`src/rtl/mdc_delay_commutator_if.sv`:
```
// rtl/mdc_delay_commutator_if.sv - sample-pair bus for the MDC delay-commutator stage
interface mdc_delay_commutator_if #(
  parameter int WIDTH = 9
);
  logic                    mode;
  logic                    in_valid;
  logic signed [WIDTH-1:0] inUI_re;
  logic signed [WIDTH-1:0] inUI_im;
  logic signed [WIDTH-1:0] inLI_re;
  logic signed [WIDTH-1:0] inLI_im;
  logic                    out_valid;
  logic signed [WIDTH-1:0] Up_out_re;
  logic signed [WIDTH-1:0] Up_out_im;
  logic signed [WIDTH-1:0] Low_out_re;
  logic signed [WIDTH-1:0] Low_out_im;
  logic                    sel_out;

  modport master (
    output mode, in_valid, inUI_re, inUI_im, inLI_re, inLI_im,
    input  out_valid, Up_out_re, Up_out_im, Low_out_re, Low_out_im, sel_out
  );

  modport slave (
    input  mode, in_valid, inUI_re, inUI_im, inLI_re, inLI_im,
    output out_valid, Up_out_re, Up_out_im, Low_out_re, Low_out_im, sel_out
  );
endinterface

```
`src/rtl/mdc_delay_commutator.sv`:
```
// rtl/mdc_delay_commutator.sv - MDC FFT delay-commutator stage with valid gating and frame-aligned bypass
module mdc_delay_commutator #(
  parameter int WIDTH = 9,
  parameter int DELAY = 8
) (
  input  logic                   clk,
  input  logic                   rst_n,
  mdc_delay_commutator_if.slave  bus
);
  localparam int CW = $clog2(2 * DELAY);
  localparam int PW = $clog2(DELAY + 1);

  logic [CW-1:0]           cnt;
  logic [PW-1:0]           prime_cnt;
  logic                    primed;
  logic                    mode_lat;
  logic                    mode_eff;
  logic                    sel;

  logic signed [WIDTH-1:0] ld_re [DELAY];
  logic signed [WIDTH-1:0] ld_im [DELAY];
  logic signed [WIDTH-1:0] ud_re [DELAY];
  logic signed [WIDTH-1:0] ud_im [DELAY];

  logic signed [WIDTH-1:0] top_re;
  logic signed [WIDTH-1:0] top_im;
  logic signed [WIDTH-1:0] bot_re;
  logic signed [WIDTH-1:0] bot_im;

  // Switch state is the MSB of the block counter: low half / high half of each 2*DELAY block.
  assign sel         = cnt[CW-1];
  assign bus.sel_out = sel;

  // Mode is only taken from the port at block start; elsewhere the latched copy rules.
  assign mode_eff = (cnt == '0) ? bus.mode : mode_lat;

  // 2x2 switch between the fresh upper sample and the delayed lower sample.
  always_comb begin
    top_re = bus.inUI_re;
    top_im = bus.inUI_im;
    bot_re = ld_re[DELAY-1];
    bot_im = ld_im[DELAY-1];
    if (sel) begin
      top_re = ld_re[DELAY-1];
      top_im = ld_im[DELAY-1];
      bot_re = bus.inUI_re;
      bot_im = bus.inUI_im;
    end
  end

  // Block counter, mode latch and priming; bypass drops priming so commutate restarts cleanly.
  always_ff @(posedge clk) begin
    if (!rst_n) begin
      cnt       <= '0;
      mode_lat  <= 1'b0;
      primed    <= 1'b0;
      prime_cnt <= '0;
    end else if (bus.in_valid) begin
      cnt      <= cnt + CW'(1);
      mode_lat <= mode_eff;
      if (mode_eff) begin
        primed    <= 1'b0;
        prime_cnt <= '0;
      end else if (!primed) begin
        prime_cnt <= prime_cnt + PW'(1);
        if (prime_cnt == PW'(DELAY - 1)) begin
          primed <= 1'b1;
        end
      end
    end
  end

  // Lower input and upper output delay lines; both advance on every accepted sample, even in bypass.
  always_ff @(posedge clk) begin
    if (!rst_n) begin
      for (int i = 0; i < DELAY; i++) begin
        ld_re[i] <= '0;
        ld_im[i] <= '0;
        ud_re[i] <= '0;
        ud_im[i] <= '0;
      end
    end else if (bus.in_valid) begin
      for (int i = DELAY - 1; i > 0; i--) begin
        ld_re[i] <= ld_re[i-1];
        ld_im[i] <= ld_im[i-1];
        ud_re[i] <= ud_re[i-1];
        ud_im[i] <= ud_im[i-1];
      end
      ld_re[0] <= bus.inLI_re;
      ld_im[0] <= bus.inLI_im;
      ud_re[0] <= top_re;
      ud_im[0] <= top_im;
    end
  end

  // Output register: data holds on idle cycles, valid only follows accepted samples.
  always_ff @(posedge clk) begin
    if (!rst_n) begin
      bus.out_valid  <= 1'b0;
      bus.Up_out_re  <= '0;
      bus.Up_out_im  <= '0;
      bus.Low_out_re <= '0;
      bus.Low_out_im <= '0;
    end else if (bus.in_valid) begin
      if (mode_eff) begin
        bus.out_valid  <= 1'b1;
        bus.Up_out_re  <= bus.inUI_re;
        bus.Up_out_im  <= bus.inUI_im;
        bus.Low_out_re <= bus.inLI_re;
        bus.Low_out_im <= bus.inLI_im;
      end else begin
        bus.out_valid  <= primed;
        bus.Up_out_re  <= ud_re[DELAY-1];
        bus.Up_out_im  <= ud_im[DELAY-1];
        bus.Low_out_re <= bot_re;
        bus.Low_out_im <= bot_im;
      end
    end else begin
      bus.out_valid <= 1'b0;
    end
  end
endmodule

```
`src/flat_wrapper.sv`:
```
// flat-port wrapper written by rule: the top's interface ports become plain ports
module mdc_delay_commutator_flat 
#(
  parameter int WIDTH = 9,
  parameter int DELAY = 8
)
  (clk, rst_n, bus_mode, bus_in_valid, bus_inUI_re, bus_inUI_im, bus_inLI_re, bus_inLI_im, bus_out_valid, bus_Up_out_re, bus_Up_out_im, bus_Low_out_re, bus_Low_out_im, bus_sel_out);
  mdc_delay_commutator_if #(.WIDTH(WIDTH)) bus_i ();
  input  logic clk;
  input  logic rst_n;
  input wire logic [$bits(bus_i.mode)-1:0] bus_mode;
  input wire logic [$bits(bus_i.in_valid)-1:0] bus_in_valid;
  input wire logic [$bits(bus_i.inUI_re)-1:0] bus_inUI_re;
  input wire logic [$bits(bus_i.inUI_im)-1:0] bus_inUI_im;
  input wire logic [$bits(bus_i.inLI_re)-1:0] bus_inLI_re;
  input wire logic [$bits(bus_i.inLI_im)-1:0] bus_inLI_im;
  output wire logic [$bits(bus_i.out_valid)-1:0] bus_out_valid;
  output wire logic [$bits(bus_i.Up_out_re)-1:0] bus_Up_out_re;
  output wire logic [$bits(bus_i.Up_out_im)-1:0] bus_Up_out_im;
  output wire logic [$bits(bus_i.Low_out_re)-1:0] bus_Low_out_re;
  output wire logic [$bits(bus_i.Low_out_im)-1:0] bus_Low_out_im;
  output wire logic [$bits(bus_i.sel_out)-1:0] bus_sel_out;
  assign bus_i.mode = bus_mode;
  assign bus_i.in_valid = bus_in_valid;
  assign bus_i.inUI_re = bus_inUI_re;
  assign bus_i.inUI_im = bus_inUI_im;
  assign bus_i.inLI_re = bus_inLI_re;
  assign bus_i.inLI_im = bus_inLI_im;
  assign bus_out_valid = bus_i.out_valid;
  assign bus_Up_out_re = bus_i.Up_out_re;
  assign bus_Up_out_im = bus_i.Up_out_im;
  assign bus_Low_out_re = bus_i.Low_out_re;
  assign bus_Low_out_im = bus_i.Low_out_im;
  assign bus_sel_out = bus_i.sel_out;
  mdc_delay_commutator #(.WIDTH(WIDTH), .DELAY(DELAY)) u_core (.clk(clk), .rst_n(rst_n), .bus(bus_i));
endmodule
```
`config.mk`:
```
export PLATFORM = sky130hd
export DESIGN_NAME = mdc_delay_commutator_flat
export DESIGN_NICKNAME = d
export VERILOG_FILES = /design/src/rtl/mdc_delay_commutator_if.sv /design/src/rtl/mdc_delay_commutator.sv /design/src/flat_wrapper.sv
export SDC_FILE = /design/constraint.sdc
export NUM_CORES = 1
export LEC_CHECK = 0
export BUFFER_PORTS_ARGS = -buffer_cell sky130_fd_sc_hd__buf_2
export CORE_MARGIN = 3
export CORE_UTILIZATION = 31
export DETAILED_ROUTE_END_ITERATION = 16
export PLACE_DENSITY = 0.54
export SKIP_LAST_GASP = 1
export SLEW_MARGIN = 20
export SYNTH_ARGS = -nofsm -noshare
export SYNTH_HDL_FRONTEND = slang
export SYNTH_SLANG_ARGS = --single-unit
```
`constraint.sdc`:
```
create_clock -name clk -period 14.7 [get_ports clk]
set_input_delay 3.675 -clock clk [delete_from_list [all_inputs] [get_ports clk]]
set_output_delay 3.675 -clock clk [all_outputs]
set_load 0.01 [all_outputs]
```
==> impl_metrics.json <==
{
  "yosys.cell_types.count": 41,
  "yosys.area_share.adder_pct": 0.281,
  "synthesized_area_fraction_occupied_by_ao_oa_aoi_and_oai_cells_pct": 6.13,
  "leakagePower_nw": 6.70,
  "cts_htree_levels": 2,
  "initial_utilization_pct": 31.6,
  "grt_usage_pct": 12.0,
  "grt_start_max_net_pins": 241,
  "timing.rr.end": "u_core.prime_cnt[3]$_SDFFE_PN0P_",
  "cp_data_arrival_time_ps": 6130,
  "register_to_register_setup_slack_ps": 11810,
  "num_vias": 7701,
  "worst_hold_path_type": "flop to flop",
  "worstHoldPathCells": 2,
  "clk_pin_slew_ps": 60,
  "number_of_setup_violations_in_the_final_report": 0,
  "yosys.area_share.simple_pct": 14.7,
  "global_route.overflow_total": 0,
  "ys.flop_type": "sky130_fd_sc_hd__edfxtp_1",
  "min_delay_worst_endpoint": "u_core.bus.Low_out_re[4]$_SDFFE_PN0P_",
  "firstDrtPassIters": 5,
  "min_period_over_period_pct": 40.7,
  "rows": 75,
  "number_of_synthesized_flops_with_an_enable_pin": 288,
  "rr_startpoint": "u_core.mode_lat$_SDFFE_PN0P_",
  "synth_xor_xnor_area_share_pct": 0.262,
  "globalplace.congestion": 0.736,
  "post_cts_setup_buffer_count": 0,
  "synth_fp_nets": 994,
  "worst_clock_skew_ps": 15.3,
  "nFillCells": 4019,
  "top_level_ports": 78,
  "die_y_um": 214,
  "slew_violations": 0,
  "ys_seq_elements": 335,
  "critical_path.endpoint_type": "flop",
  "crit_required_ps": 14840,
  "ctsLongestPathBuffers": 3,
  "syn-instance-count": 951,
  "nets": 1024,
  "avgSynthCellArea_um2": 14.1,
  "clk_latency_ps": 520,
  "synth_common_cells": "sky130_fd_sc_hd__edfxtp_1 (288), sky130_fd_sc_hd__and3_1 (252), sky130_fd_sc_hd__clkbuf_1 (79)",
  "timing.critical_path.fanout_max": 115,
  "setup.worst_path.class": "input port to flop",
  "remaining_drc_errors": 0,
  "totalPowerFinal_mw": 2.13,
  "timing.slew.headroom_pct": 28.8,
  "timing.critical_path.from_type": "input port",
  "max-cap-violations": 0,
  "achievable-frequency_mhz": 167,
  "tritoncts_clock_tree": "built",
  "synth.mux.area_fraction_pct": 2.94,
  "proportion_of_register_bits_with_asynchronous_set_or_reset_after_synthesis_pct": 0,
  "count_of_nets_left_with_antenna_violations_after_detail_routing": 0,
  "layout-drive-gt1-share_pct": 15.7,
  "drtIter0Drc": 703,
  "yosysSeqAreaShare_pct": 71.7,
  "status": "complete, no violations",
  "clock_sink_count": 335,
  "grt_first_pass_wirelength_mm": 42.7,
  "p_per_area_nw_per_um2": 138,
  "worst-r2r-cell-count": 3,
  "utilization_pct": 36.4,
  "vdd_ir_drop_max_mv": 0.0594,
  "dieArea_um2": 45700,
  "netlist.top_cell.by_area": "sky130_fd_sc_hd__edfxtp_1",
  "period_needed_ps": 5990,
  "cts_inserted_buffers": 35,
  "antenna_violations_before_repair": 2,
  "route.detailed.wl_per_inst_um": 17.6,
  "tns_ps": 0,
  "tightestPinTransition_ps": 1070,
  "layout-area-overhead-vs-synth_pct": 15.2,
  "vias_per_cell": 4.86,
  "wirelength_mm": 27.9,
  "numPortBuffers": 77,
  "chipWidth_um": 214,
  "yosys_warnings": 0,
  "synth_top_family_by_area": "simple AND/OR/NAND/NOR gates",
  "post-synth-top-area-fraction_pct": 64.7,
  "mappedNetlistArea_um2": 13400,
  "start_point_of_the_worst_hold_path": "u_core.bus.Low_out_re[4]$_SDFFE_PN0P_",
  "unrepaired_setup_endpoints_after_global_routing": "false",
  "post-synth-top-count-cell": "sky130_fd_sc_hd__edfxtp_1",
  "clock-root-buffer": "sky130_fd_sc_hd__clkbuf_16",
  "dpl_wire_length_mm": 15.1,
  "ctsHoldBuffers": 0,
  "post_cts_gate_resize_count": 0,
  "first_global_vias": 7312,
  "core_area_um2": 42300,
  "netlist_top_cells_area": "sky130_fd_sc_hd__edfxtp_1 (65%), sky130_fd_sc_hd__and3_1 (12%), sky130_fd_sc_hd__dfxtp_1 (7.0%)",
  "final_hold_violation_count": 0
}
[metrics by stage]
step	worst slack, ps	std cells	hold slack [ps]	area, µm²
2_1_floorplan	3420	951	486	13400
4_1_cts	8810	1583	507	15400
6_report	8710	1585	503	15400
3_5_place_dp	8280	1520	492	14200
5_1_grt	8500	1585	538	15400
3_3_place_gp	8310	1519	484	14200
[cell type report]
| class | instances | area, µm² | share of cell area (%) |
|---|---|---|---|
| diodes | 1 | 2.50 | 0.0162 |
| clock buffers | 54 | 1020 | 6.62 |
| clock inverters | 9 | 116 | 0.755 |
| inverters | 41 | 154 | 0.998 |
| multi-input cells | 480 | 3280 | 21.3 |
| flip-flops and latches | 335 | 9590 | 62.2 |
| well taps | 577 | 722 | 4.68 |
| repair buffers | 88 | 529 | 3.43 |
[registers in the layout (all words and copies together), names as in the netlist, 9 cells and up]
name                   flops
u_core.ud_re              72
u_core.bus.Up_out_re       9
u_core.bus.Low_out_im      9
u_core.bus.Low_out_re      9
u_core.bus.Up_out_im       9
u_core.ud_im              72
u_core.ld_im              72
u_core.ld_re              72
[worst max-delay path: stages]
cell and delay [ps]:
sky130_fd_sc_hd__buf_6 290, sky130_fd_sc_hd__inv_1 160, sky130_fd_sc_hd__nand2_4 740, sky130_fd_sc_hd__buf_12 470
sky130_fd_sc_hd__buf_16 490
[report_power, final]
part	total, mW	leakage (nW)	internal, mW	switching [mW]
sequential	1.11	3.57	1.10	0.0183
clock	0.881	0.553	0.530	0.350
combinational	0.136	2.58	0.0409	0.0949
[worst max-delay path by stage]
stage / startpoint / endpoint / slack (ps) / depth (start not counted)
2_1_floorplan: bus_in_valid / u_core.ld_im[0][0]$_SDFFCE_PN0P_ / 3420 / 5
3_3_place_gp: bus_in_valid / u_core.ud_re[3][13]$_SDFFCE_PN0P_ / 8310 / 4
3_5_place_dp: bus_in_valid / u_core.ud_re[3][9]$_SDFFCE_PN0P_ / 8280 / 4
4_1_cts: bus_in_valid / u_core.ud_re[1][7]$_SDFFCE_PN0P_ / 8810 / 4
5_1_grt: bus_in_valid / u_core.ud_im[0][45]$_SDFFCE_PN0P_ / 8500 / 5
6_report: bus_in_valid / u_core.ud_re[3][17]$_SDFFCE_PN0P_ / 8710 / 5
[kinds of logic after synthesis]
logic type               Yosys count
multiplexers                      37
flip-flops                       335
AO/OA/AOI/OAI                    105
adder cells (fa/ha/maj)            3
AND/OR/NAND/NOR                  331
XOR/XNOR                           4
buffers and inverters            136
[metal layers]
layer	track usage [%]	up-vias	routed length (µm)
met3	2.28	38	1510
met5	0	-	0
met1	18.4	3797	14000
met2	17.4	162	11900
met4	3.42	0	575
li1	-	3704	-
[cell usage in the layout, fill, tap and decap left out, types with 2 or more instances in the layout]
cell type,n
sky130_fd_sc_hd__a2111oi_0,18
sky130_fd_sc_hd__a211oi_1,3
sky130_fd_sc_hd__a311oi_1,18
sky130_fd_sc_hd__and3_1,252
sky130_fd_sc_hd__and4b_1,2
sky130_fd_sc_hd__buf_12,2
sky130_fd_sc_hd__buf_2,75
sky130_fd_sc_hd__buf_4,7
sky130_fd_sc_hd__buf_6,3
sky130_fd_sc_hd__bufinv_16,3
sky130_fd_sc_hd__clkbuf_1,14
sky130_fd_sc_hd__clkbuf_16,37
sky130_fd_sc_hd__clkbuf_8,3
sky130_fd_sc_hd__clkinv_1,3
sky130_fd_sc_hd__clkinv_2,3
sky130_fd_sc_hd__dfxtp_1,46
sky130_fd_sc_hd__edfxtp_1,288
sky130_fd_sc_hd__ha_1,3
sky130_fd_sc_hd__inv_1,41
sky130_fd_sc_hd__mux2_2,18
sky130_fd_sc_hd__mux2i_1,19
sky130_fd_sc_hd__nand2_1,23
sky130_fd_sc_hd__nand3_1,19
sky130_fd_sc_hd__nor2_1,23
sky130_fd_sc_hd__nor2b_1,2
sky130_fd_sc_hd__o2111ai_1,20
sky130_fd_sc_hd__o211ai_1,19
sky130_fd_sc_hd__o21ai_0,19
sky130_fd_sc_hd__xnor2_1,2
sky130_fd_sc_hd__xor2_1,2
(Power assumes the default switching activity.)
